`config.mk`:
```
export PLATFORM = sky130hd
export DESIGN_NAME = matvec_sequencer
export DESIGN_NICKNAME = d
export VERILOG_FILES = /design/src/rtl/matvec_sequencer.sv
export SDC_FILE = /design/constraint.sdc
export NUM_CORES = 1
export LEC_CHECK = 0
export CAP_MARGIN = 20
export CORE_UTILIZATION = 40
export DETAILED_ROUTE_END_ITERATION = 8
export SYNTH_ARGS = -nofsm -noshare
export SYNTH_HDL_FRONTEND = slang
export SYNTH_SLANG_ARGS = --single-unit
export TNS_END_PERCENT = 30
```
`constraint.sdc`:
```
create_clock -name clk -period 4.3 [get_ports clk]
set_clock_uncertainty 0.1 [all_clocks]
set_input_delay 1.075 -clock clk [delete_from_list [all_inputs] [get_ports clk]]
set_output_delay 1.075 -clock clk [all_outputs]
set_load 0.005 [all_outputs]
```
`src/rtl/matvec_sequencer.sv`:
```
// Time-multiplexed y = A*x controller (A is 3x4, x is 4x1, IEEE-754 single) that
// drives one shared FP multiplier and one shared FP adder from a writable coefficient bank.
module matvec_sequencer #(
  parameter int MUL_LAT = 1,
  parameter int ADD_LAT = 1
) (
  input  logic         clk,
  input  logic         rst_n,
  input  logic         in_valid,
  output logic         in_ready,
  input  logic [127:0] in_x,
  output logic         out_valid,
  input  logic         out_ready,
  output logic [95:0]  out_y,
  input  logic         coef_we,
  input  logic [3:0]   coef_addr,
  input  logic [31:0]  coef_data,
  output logic         busy,
  output logic [31:0]  mul_a,
  output logic [31:0]  mul_b,
  input  logic [31:0]  mul_p,
  output logic [31:0]  add_a,
  output logic [31:0]  add_b,
  input  logic [31:0]  add_s
);

  typedef enum logic [1:0] {
    S_IDLE = 2'd0,
    S_MUL  = 2'd1,
    S_ADD  = 2'd2,
    S_DONE = 2'd3
  } state_t;

  localparam logic [7:0] MUL_LAST = 8'(MUL_LAT - 1);
  localparam logic [7:0] ADD_LAST = 8'(ADD_LAT - 1);

  localparam logic [31:0] COEF_DEF [0:11] = '{
    32'h3f000000, 32'hbfc00000, 32'hbf400000, 32'hbf600000,
    32'h3f400000, 32'h3f000000, 32'hbf400000, 32'hbfa00000,
    32'h3f400000, 32'hbe000000, 32'h3fb00000, 32'h3e800000
  };

  state_t      state_r, state_nxt;
  logic [31:0] coef_r [0:11];
  logic [31:0] x_r    [0:3];
  logic [31:0] x_nxt  [0:3];
  logic [31:0] acc_r, acc_nxt;
  logic [31:0] y0_r, y0_nxt;
  logic [31:0] y1_r, y1_nxt;
  logic [1:0]  row_r, row_nxt;
  logic [1:0]  col_r, col_nxt;
  logic [7:0]  phase_r, phase_nxt;
  logic        in_ready_nxt, out_valid_nxt, busy_nxt;
  logic [31:0] mul_a_nxt, mul_b_nxt, add_a_nxt, add_b_nxt;
  logic [95:0] out_y_nxt;

  logic        coef_wr_s;
  logic [31:0] a00_s;
  logic [1:0]  col_inc_s;
  logic [1:0]  row_inc_s;

  // The bank only changes while no computation is in flight, so A is constant per vector.
  assign coef_wr_s = coef_we && (coef_addr < 4'd12) &&
                     ((state_r == S_IDLE) || (state_r == S_DONE));
  // A write coinciding with an accept must already be visible to the first product.
  assign a00_s     = (coef_we && (coef_addr == 4'd0)) ? coef_data : coef_r[0];
  assign col_inc_s = col_r + 2'd1;
  assign row_inc_s = row_r + 2'd1;

  // Coefficient bank: defaults on reset, writes accepted only when idle or done.
  always_ff @(posedge clk or negedge rst_n) begin
    if (!rst_n) begin
      for (int i = 0; i < 12; i++) coef_r[i] <= COEF_DEF[i];
    end else if (coef_wr_s) begin
      coef_r[coef_addr] <= coef_data;
    end
  end

  // Next-state, datapath and registered-output computation.
  always_comb begin
    state_nxt     = state_r;
    x_nxt         = x_r;
    acc_nxt       = acc_r;
    y0_nxt        = y0_r;
    y1_nxt        = y1_r;
    row_nxt       = row_r;
    col_nxt       = col_r;
    phase_nxt     = phase_r;
    in_ready_nxt  = in_ready;
    out_valid_nxt = out_valid;
    busy_nxt      = busy;
    mul_a_nxt     = mul_a;
    mul_b_nxt     = mul_b;
    add_a_nxt     = add_a;
    add_b_nxt     = add_b;
    out_y_nxt     = out_y;
    case (state_r)
      S_IDLE: begin
        if (in_valid && in_ready) begin
          state_nxt    = S_MUL;
          x_nxt[0]     = in_x[127:96];
          x_nxt[1]     = in_x[95:64];
          x_nxt[2]     = in_x[63:32];
          x_nxt[3]     = in_x[31:0];
          row_nxt      = 2'd0;
          col_nxt      = 2'd0;
          phase_nxt    = 8'd0;
          mul_a_nxt    = a00_s;
          mul_b_nxt    = in_x[127:96];
          in_ready_nxt = 1'b0;
          busy_nxt     = 1'b1;
        end else begin
          in_ready_nxt = 1'b1;
        end
      end
      S_MUL: begin
        if (phase_r == MUL_LAST) begin
          phase_nxt = 8'd0;
          if (col_r == 2'd0) begin
            // First product of a row seeds the accumulator; no add needed.
            acc_nxt   = mul_p;
            col_nxt   = 2'd1;
            mul_a_nxt = coef_r[{row_r, 2'd1}];
            mul_b_nxt = x_r[1];
          end else begin
            state_nxt = S_ADD;
            add_a_nxt = acc_r;
            add_b_nxt = mul_p;
          end
        end else begin
          phase_nxt = phase_r + 8'd1;
        end
      end
      S_ADD: begin
        if (phase_r == ADD_LAST) begin
          phase_nxt = 8'd0;
          acc_nxt   = add_s;
          if (col_r != 2'd3) begin
            state_nxt = S_MUL;
            col_nxt   = col_inc_s;
            mul_a_nxt = coef_r[{row_r, col_inc_s}];
            mul_b_nxt = x_r[col_inc_s];
          end else if (row_r != 2'd2) begin
            state_nxt = S_MUL;
            row_nxt   = row_inc_s;
            col_nxt   = 2'd0;
            mul_a_nxt = coef_r[{row_inc_s, 2'd0}];
            mul_b_nxt = x_r[0];
            if (row_r == 2'd0) begin
              y0_nxt = add_s;
            end else begin
              y1_nxt = add_s;
            end
          end else begin
            // The whole vector is published at once so a partial y is never visible.
            state_nxt     = S_DONE;
            out_valid_nxt = 1'b1;
            busy_nxt      = 1'b0;
            out_y_nxt     = {y0_r, y1_r, add_s};
          end
        end else begin
          phase_nxt = phase_r + 8'd1;
        end
      end
      S_DONE: begin
        if (out_ready) begin
          state_nxt     = S_IDLE;
          out_valid_nxt = 1'b0;
          in_ready_nxt  = 1'b1;
        end else begin
          out_valid_nxt = 1'b1;
        end
      end
      default: begin
        state_nxt     = S_IDLE;
        in_ready_nxt  = 1'b1;
        out_valid_nxt = 1'b0;
        busy_nxt      = 1'b0;
      end
    endcase
  end

  // State, datapath and output registers.
  always_ff @(posedge clk or negedge rst_n) begin
    if (!rst_n) begin
      state_r   <= S_IDLE;
      for (int i = 0; i < 4; i++) x_r[i] <= 32'd0;
      acc_r     <= 32'd0;
      y0_r      <= 32'd0;
      y1_r      <= 32'd0;
      row_r     <= 2'd0;
      col_r     <= 2'd0;
      phase_r   <= 8'd0;
      in_ready  <= 1'b1;
      out_valid <= 1'b0;
      busy      <= 1'b0;
      mul_a     <= 32'd0;
      mul_b     <= 32'd0;
      add_a     <= 32'd0;
      add_b     <= 32'd0;
      out_y     <= 96'd0;
    end else begin
      state_r   <= state_nxt;
      x_r       <= x_nxt;
      acc_r     <= acc_nxt;
      y0_r      <= y0_nxt;
      y1_r      <= y1_nxt;
      row_r     <= row_nxt;
      col_r     <= col_nxt;
      phase_r   <= phase_nxt;
      in_ready  <= in_ready_nxt;
      out_valid <= out_valid_nxt;
      busy      <= busy_nxt;
      mul_a     <= mul_a_nxt;
      mul_b     <= mul_b_nxt;
      add_a     <= add_a_nxt;
      add_b     <= add_b_nxt;
      out_y     <= out_y_nxt;
    end
  end

endmodule

```
* Yosys cells after proc, flatten, opt, wreduce, memory -nomap -nowiden
Cells that the tools add are included.
** Storage, ports and cells
- Output and inout bits :: 227
- Input bits :: 233
- Register bits after elaboration :: 849
- Logic and storage cells :: 165
** Cells by class
- $lt $le $gt $ge :: 7
- Bitwise gates (word level) :: 9
- $add $sub $neg :: 3
- Muxes and demuxes :: 69
- Equality and inequality tests :: 15
- Reduce and logical (&&, ||, !) cells :: 31
** Operator list (number)
- 2-to-1 mux 32 bit :: 25
- binary-select mux 32 bit (select 4 bit) :: 3
- bitwise mux 384 bit :: 1
- one-hot mux 32 bit (3 select lines) :: 2
- demux 32 bit (select 4 bit) :: 1
- binary-select mux 32 bit (select 2 bit) :: 1
- one-hot mux 32 bit (2 select lines) :: 1
- 2-to-1 mux 2 bit :: 16
- AND reduction 5 bit :: 5
- >= comparator 5 bit (second input constant) :: 4
- inequality test 2 bit (second input constant) :: 10
- inverter 4 -> 5 bit :: 4
- 2-to-1 mux 8 bit :: 2
- one-hot mux 8 bit (2 select lines) :: 1
- AND reduction 4 bit :: 3
- 2-to-1 mux 1 bit :: 10
- nonzero test 2 bit :: 5
- adder 8 x 1 -> 8 bit (second input constant) :: 1
- zero test 8 bit :: 1
- one-hot mux 2 bit (4 select lines) :: 1
- zero test 2 bit :: 3
- one-hot mux 1 bit (2 select lines) :: 3
- one-hot mux 2 bit (3 select lines) :: 1
- AND reduction 2 bit :: 3
- 18 further kinds :: 27

* Depth between registers and ports, before layout
- Depth after elaboration :: 9
- Gate-level depth with buffers :: 12
- Mapped depth without buffers :: 7

* Least setup slack after synthesis
No wires, ideal clock.
- Path kind :: reg2reg
- From :: reg col_r[0]
- To :: reg mul_b[5]
- Stages on the path, launching flop included :: 12
- Library setup time :: 0.127 ns
- Setup slack :: 1.240 ns
- Data arrival time :: 2.833 ns
- Buffers on the path :: 5
- Period minus slack after synthesis :: 3.060 ns
- Data required time :: 4.073 ns
- Cells stage by stage :: dfrtp_1 buf_2 buf_2 buf_2 inv_1 ha_1 buf_2 clkbuf_1 mux4_2 mux2_2 a21oi_1 o21ai_0
** On the way
- Longest elaborated chain between the ends :: 8
- Elaborated cells between the ends (all ways) :: 13
- Those cells by class :: add/sub (1); eq/ne (3); mux (6); bitwise (1); reduce/logical (2)
** RTL lines
- start: declaration :: line 51 : logic [1:0] col_r, col_nxt;
- start signal: assignment :: line 209 : col_r <= col_nxt;
- adder 2 x 1 -> 2 bit :: line 67 : assign col_inc_s = col_r + 2'd1;
- inverter 2 -> 3 bit (not written as such) :: line 142 : mul_b_nxt = x_r[col_inc_s];
- binary-select mux 32 bit (select 2 bit) :: line 142
- 2-to-1 mux 32 bit (not written as such) (2 in series) :: line 142
- 2-to-1 mux 32 bit :: line 138 : if (col_r != 2'd3) begin
- 2-to-1 mux 32 bit :: line 135 : if (phase_r == ADD_LAST) begin
- one-hot mux 32 bit (3 select lines) :: line 97 : case (state_r)
- end signal: assignment :: line 215 : mul_b <= mul_b_nxt;
- end: declaration :: line 20 : output logic [31:0] mul_b,
Parallel ways exist; a longest one is shown, timed or not. The select of a mux whose other input is x is not followed.
A chain may end at the register's enable or synchronous reset.

* Worst setup path after layout
- From :: reg state_r[0]
- To :: reg phase_r[3]
** On the way
- Longest elaborated chain between the ends :: 4
- Elaborated cells between the ends (all ways) :: 8
- Those cells by class :: eq/ne (3); mux (1); reduce/logical (4)
** RTL lines
- start: declaration :: line 43 : state_t state_r, state_nxt;
- start signal: assignment :: line 203 : state_r <= state_nxt;
- == test 2 bit or == test 2 x 1 -> 1 bit (tied branches) :: line 97
- OR reduction 2 bit (no line)
- nonzero test 2 bit (no line)
- AND reduction 2 bit (no line)
- end signal: assignment :: line 210 : phase_r <= phase_nxt;
- end: declaration :: line 52 : logic [7:0] phase_r, phase_nxt;
Parallel ways exist; a longest one is shown, timed or not.

==> results.ini <==
[synthesis]
ys_seq_area_share_pct=53.95
synth_flop_cell=dfrtp_1
synth_warnings=0
synth.avg_cell_area_sq_um=13.67
ys_types=50
syn-num-nets=3139
synth_edf_count=0
ys_ff_latch=849
synthesis.area_sq_um=39590
async_reset_ff_share_pct=100.0
syn_inst=2896

[floorplan]
fp.dieH_microns=316.6
start_util_pct=40.29
top_level_ports=460
core_sq_um=98280
die_w_microns=316.6
rows=115
die_area_sq_um=100200

[cts]
clockBufferDepth=3
path_clk_slew_ns=0.06
postCtsHoldBufs=0
numCtsBuffers=94
cts_setup_buffers=0
clock-sinks=849
clkLatencyLatePin_ns=0.67
htree_levels=3
cts_tree=yes
cts_resized=0
cts-root-buf=clkbuf_16

[worst_setup_path]
startpoint_type=flop
crit_type=reg2reg
cp.required_ns=4.79
end_kind=flop
path_max_fanout=80
reg2reg_depth=6
r2r_setup_slack_ns=1.05
arrival_ns=3.74

[sta]
fin_crit_sh_pct=75.54
whs_ns=0.3158
fmax_mhz=307.9
grt_setup_unrepaired=false
fin_crit_ns=3.248
slew_headroom_pct=24.37
tns_ns=0
setup_violations=0
hold_viol=0
finalMaxSlewViolations=0
tightest_slew_ns=1.135

[finish]
area_delta_synth_final_pct=24.05
layout_common_cells=mux2_2 (856), dfrtp_1 (755), clkdlybuf4s50_1 (458), nand2_1 (173), o21ai_0 (132)
final_common_cell=mux2_2
nNetsFinal=3528
drive_gt1_share_pct=38.79

[routing]
wl_microns=118000
ant_nets=0
drc=0
dr.pass1.iters=6
post_drt_wl_per_cell_microns=25.31
drt-initial-drc-count=1535
viasPerCell=5.613
vias=26181

[hold_path]
min_path_type=in2async

[run_status]
status=finished, final reports clean

[pwr]
power_mw=34.82
power_leakage_nw=20.52
power.density_nw_per_um2=709.0
ir_worst_vdd_mv=0.4029

[grt]
grt_first_pass_wirelength_microns=177600
grt_pass1_vias=27634
antenna_found_initial=20
grt_max_degree=129
grtUsageTotal_pct=23.33
grt_remaining_overflow=0

[placement]
dp_hpwl_microns=76060
port_buffers=459
gp_congestion=0.8184

[job]
maxCapViolCount=0

[critical path, cell delays in order, from the launching register on]
cell and delay, ns:
dfrtp_1 0.43, inv_1 0.15, ha_4 0.64, buf_4 0.79, nand3_1 0.41, or3b_2 0.56, nand2_1 0.09
[registers in the layout, indices dropped and copies added, names as in the netlist, 2 cells and up]
signal	flops
acc_r	32
add_a	32
add_b	32
coef_r	384
col_r	2
mul_a	32
mul_b	32
out_y	96
phase_r	8
row_r	2
state_r	2
x_r	128
y0_r	32
y1_r	32
[final cells by class]
class                           instances  area [sq um]
Tap cell                             1287          1610
Sequential cell                       849         21370
Fill cell                            8289         49160
Inverter                               12         45.04
Clock buffer                          139          2764
Multi-Input combinational cell       1795         17360
Clock inverter                         31         416.7
Timing Repair Buffer                  533          5505
Antenna cell                           18         45.04
[cell usage after synthesis (5+ instances only)]
| master | instances | area share (%) |
|---|---|---|
| nor2_1 | 14 | 0.13 |
| mux2_2 | 856 | 24 |
| o21ai_0 | 132 | 1.7 |
| o2bb2ai_1 | 32 | 0.71 |
| a22oi_1 | 32 | 0.61 |
| ha_1 | 10 | 0.32 |
| buf_2 | 42 | 0.53 |
| clkbuf_1 | 144 | 1.4 |
| nor3b_1 | 34 | 0.64 |
| dfstp_2 | 91 | 6.0 |
| nand3_1 | 10 | 0.13 |
| a21oi_1 | 67 | 0.85 |
| and3_1 | 9 | 0.14 |
| mux4_2 | 97 | 5.5 |
| inv_1 | 12 | 0.11 |
| nand2b_1 | 5 | 0.079 |
| a221oi_1 | 31 | 0.69 |
| o21ai_1 | 77 | 0.97 |
| buf_1 | 45 | 0.43 |
| nand2_1 | 181 | 1.7 |
| mux2i_1 | 128 | 3.2 |
| dfrtp_1 | 758 | 48 |
| nand3b_1 | 34 | 0.64 |
| mux2_1 | 9 | 0.26 |
[cells by family (layout without fill, tap and decap cells)]
logic type | after synthesis | in the layout | share of synthesized area (%)
AO/OA/AOI/OAI | 384 | 384 | 5.815
other | 0 | 18 | 0
buffers and inverters | 252 | 715 | 2.617
adder cells (fa/ha/maj) | 10 | 10 | 0.3160
multiplexers | 1090 | 1090 | 33.36
AND/OR/NAND/NOR | 311 | 311 | 3.947
flip-flops | 849 | 849 | 53.95
[through the flow]
stage | std cells | area [sq um] | util (%) | setup slack, ns
floorplan | 2896 | 39590 | - | 1.240
global route | 4663 | 49110 | 49.97 | 0.8695
finish | 4664 | 49110 | 49.98 | 1.052
detailed placement | 4476 | 45890 | 46.69 | 0.6491
CTS | 4646 | 49070 | 49.93 | 1.009
global placement | 4476 | 45890 | 46.69 | 0.7480
[power breakdown]
group          total (mW)  switching [mW]  leakage [nW]  internal [mW]
clock                8.23            3.35          1.54           4.88
sequential           13.4            1.98          10.5           11.4
combinational        13.2            6.18          8.50           7.01
[metal layers]
| layer | track usage, % | part of all wire (%) |
|---|---|---|
| met5 | 0 | 0.027 |
| met4 | 10.83 | 4.0 |
| met3 | 4.016 | 4.6 |
| met2 | 39.75 | 51 |
| met1 | 28.82 | 41 |
[path summary, 6_finish.rpt]
path                                        start                       to
max                        state_r[0]$_DFFE_PN0P_   phase_r[3]$_DFFE_PN0P_
min                                         rst_n     add_b[4]$_DFFE_PN0P_
max reg2reg                state_r[0]$_DFFE_PN0P_   phase_r[3]$_DFFE_PN0P_
min reg2reg                 acc_r[19]$_DFFE_PN0P_    acc_r[19]$_DFFE_PN0P_
max in group asynchronous                   rst_n  coef_r[152]$_DFFE_PN1P_
min in group clk            acc_r[19]$_DFFE_PN0P_    acc_r[19]$_DFFE_PN0P_
No activity file was read; power rests on OpenSTA's default activity.
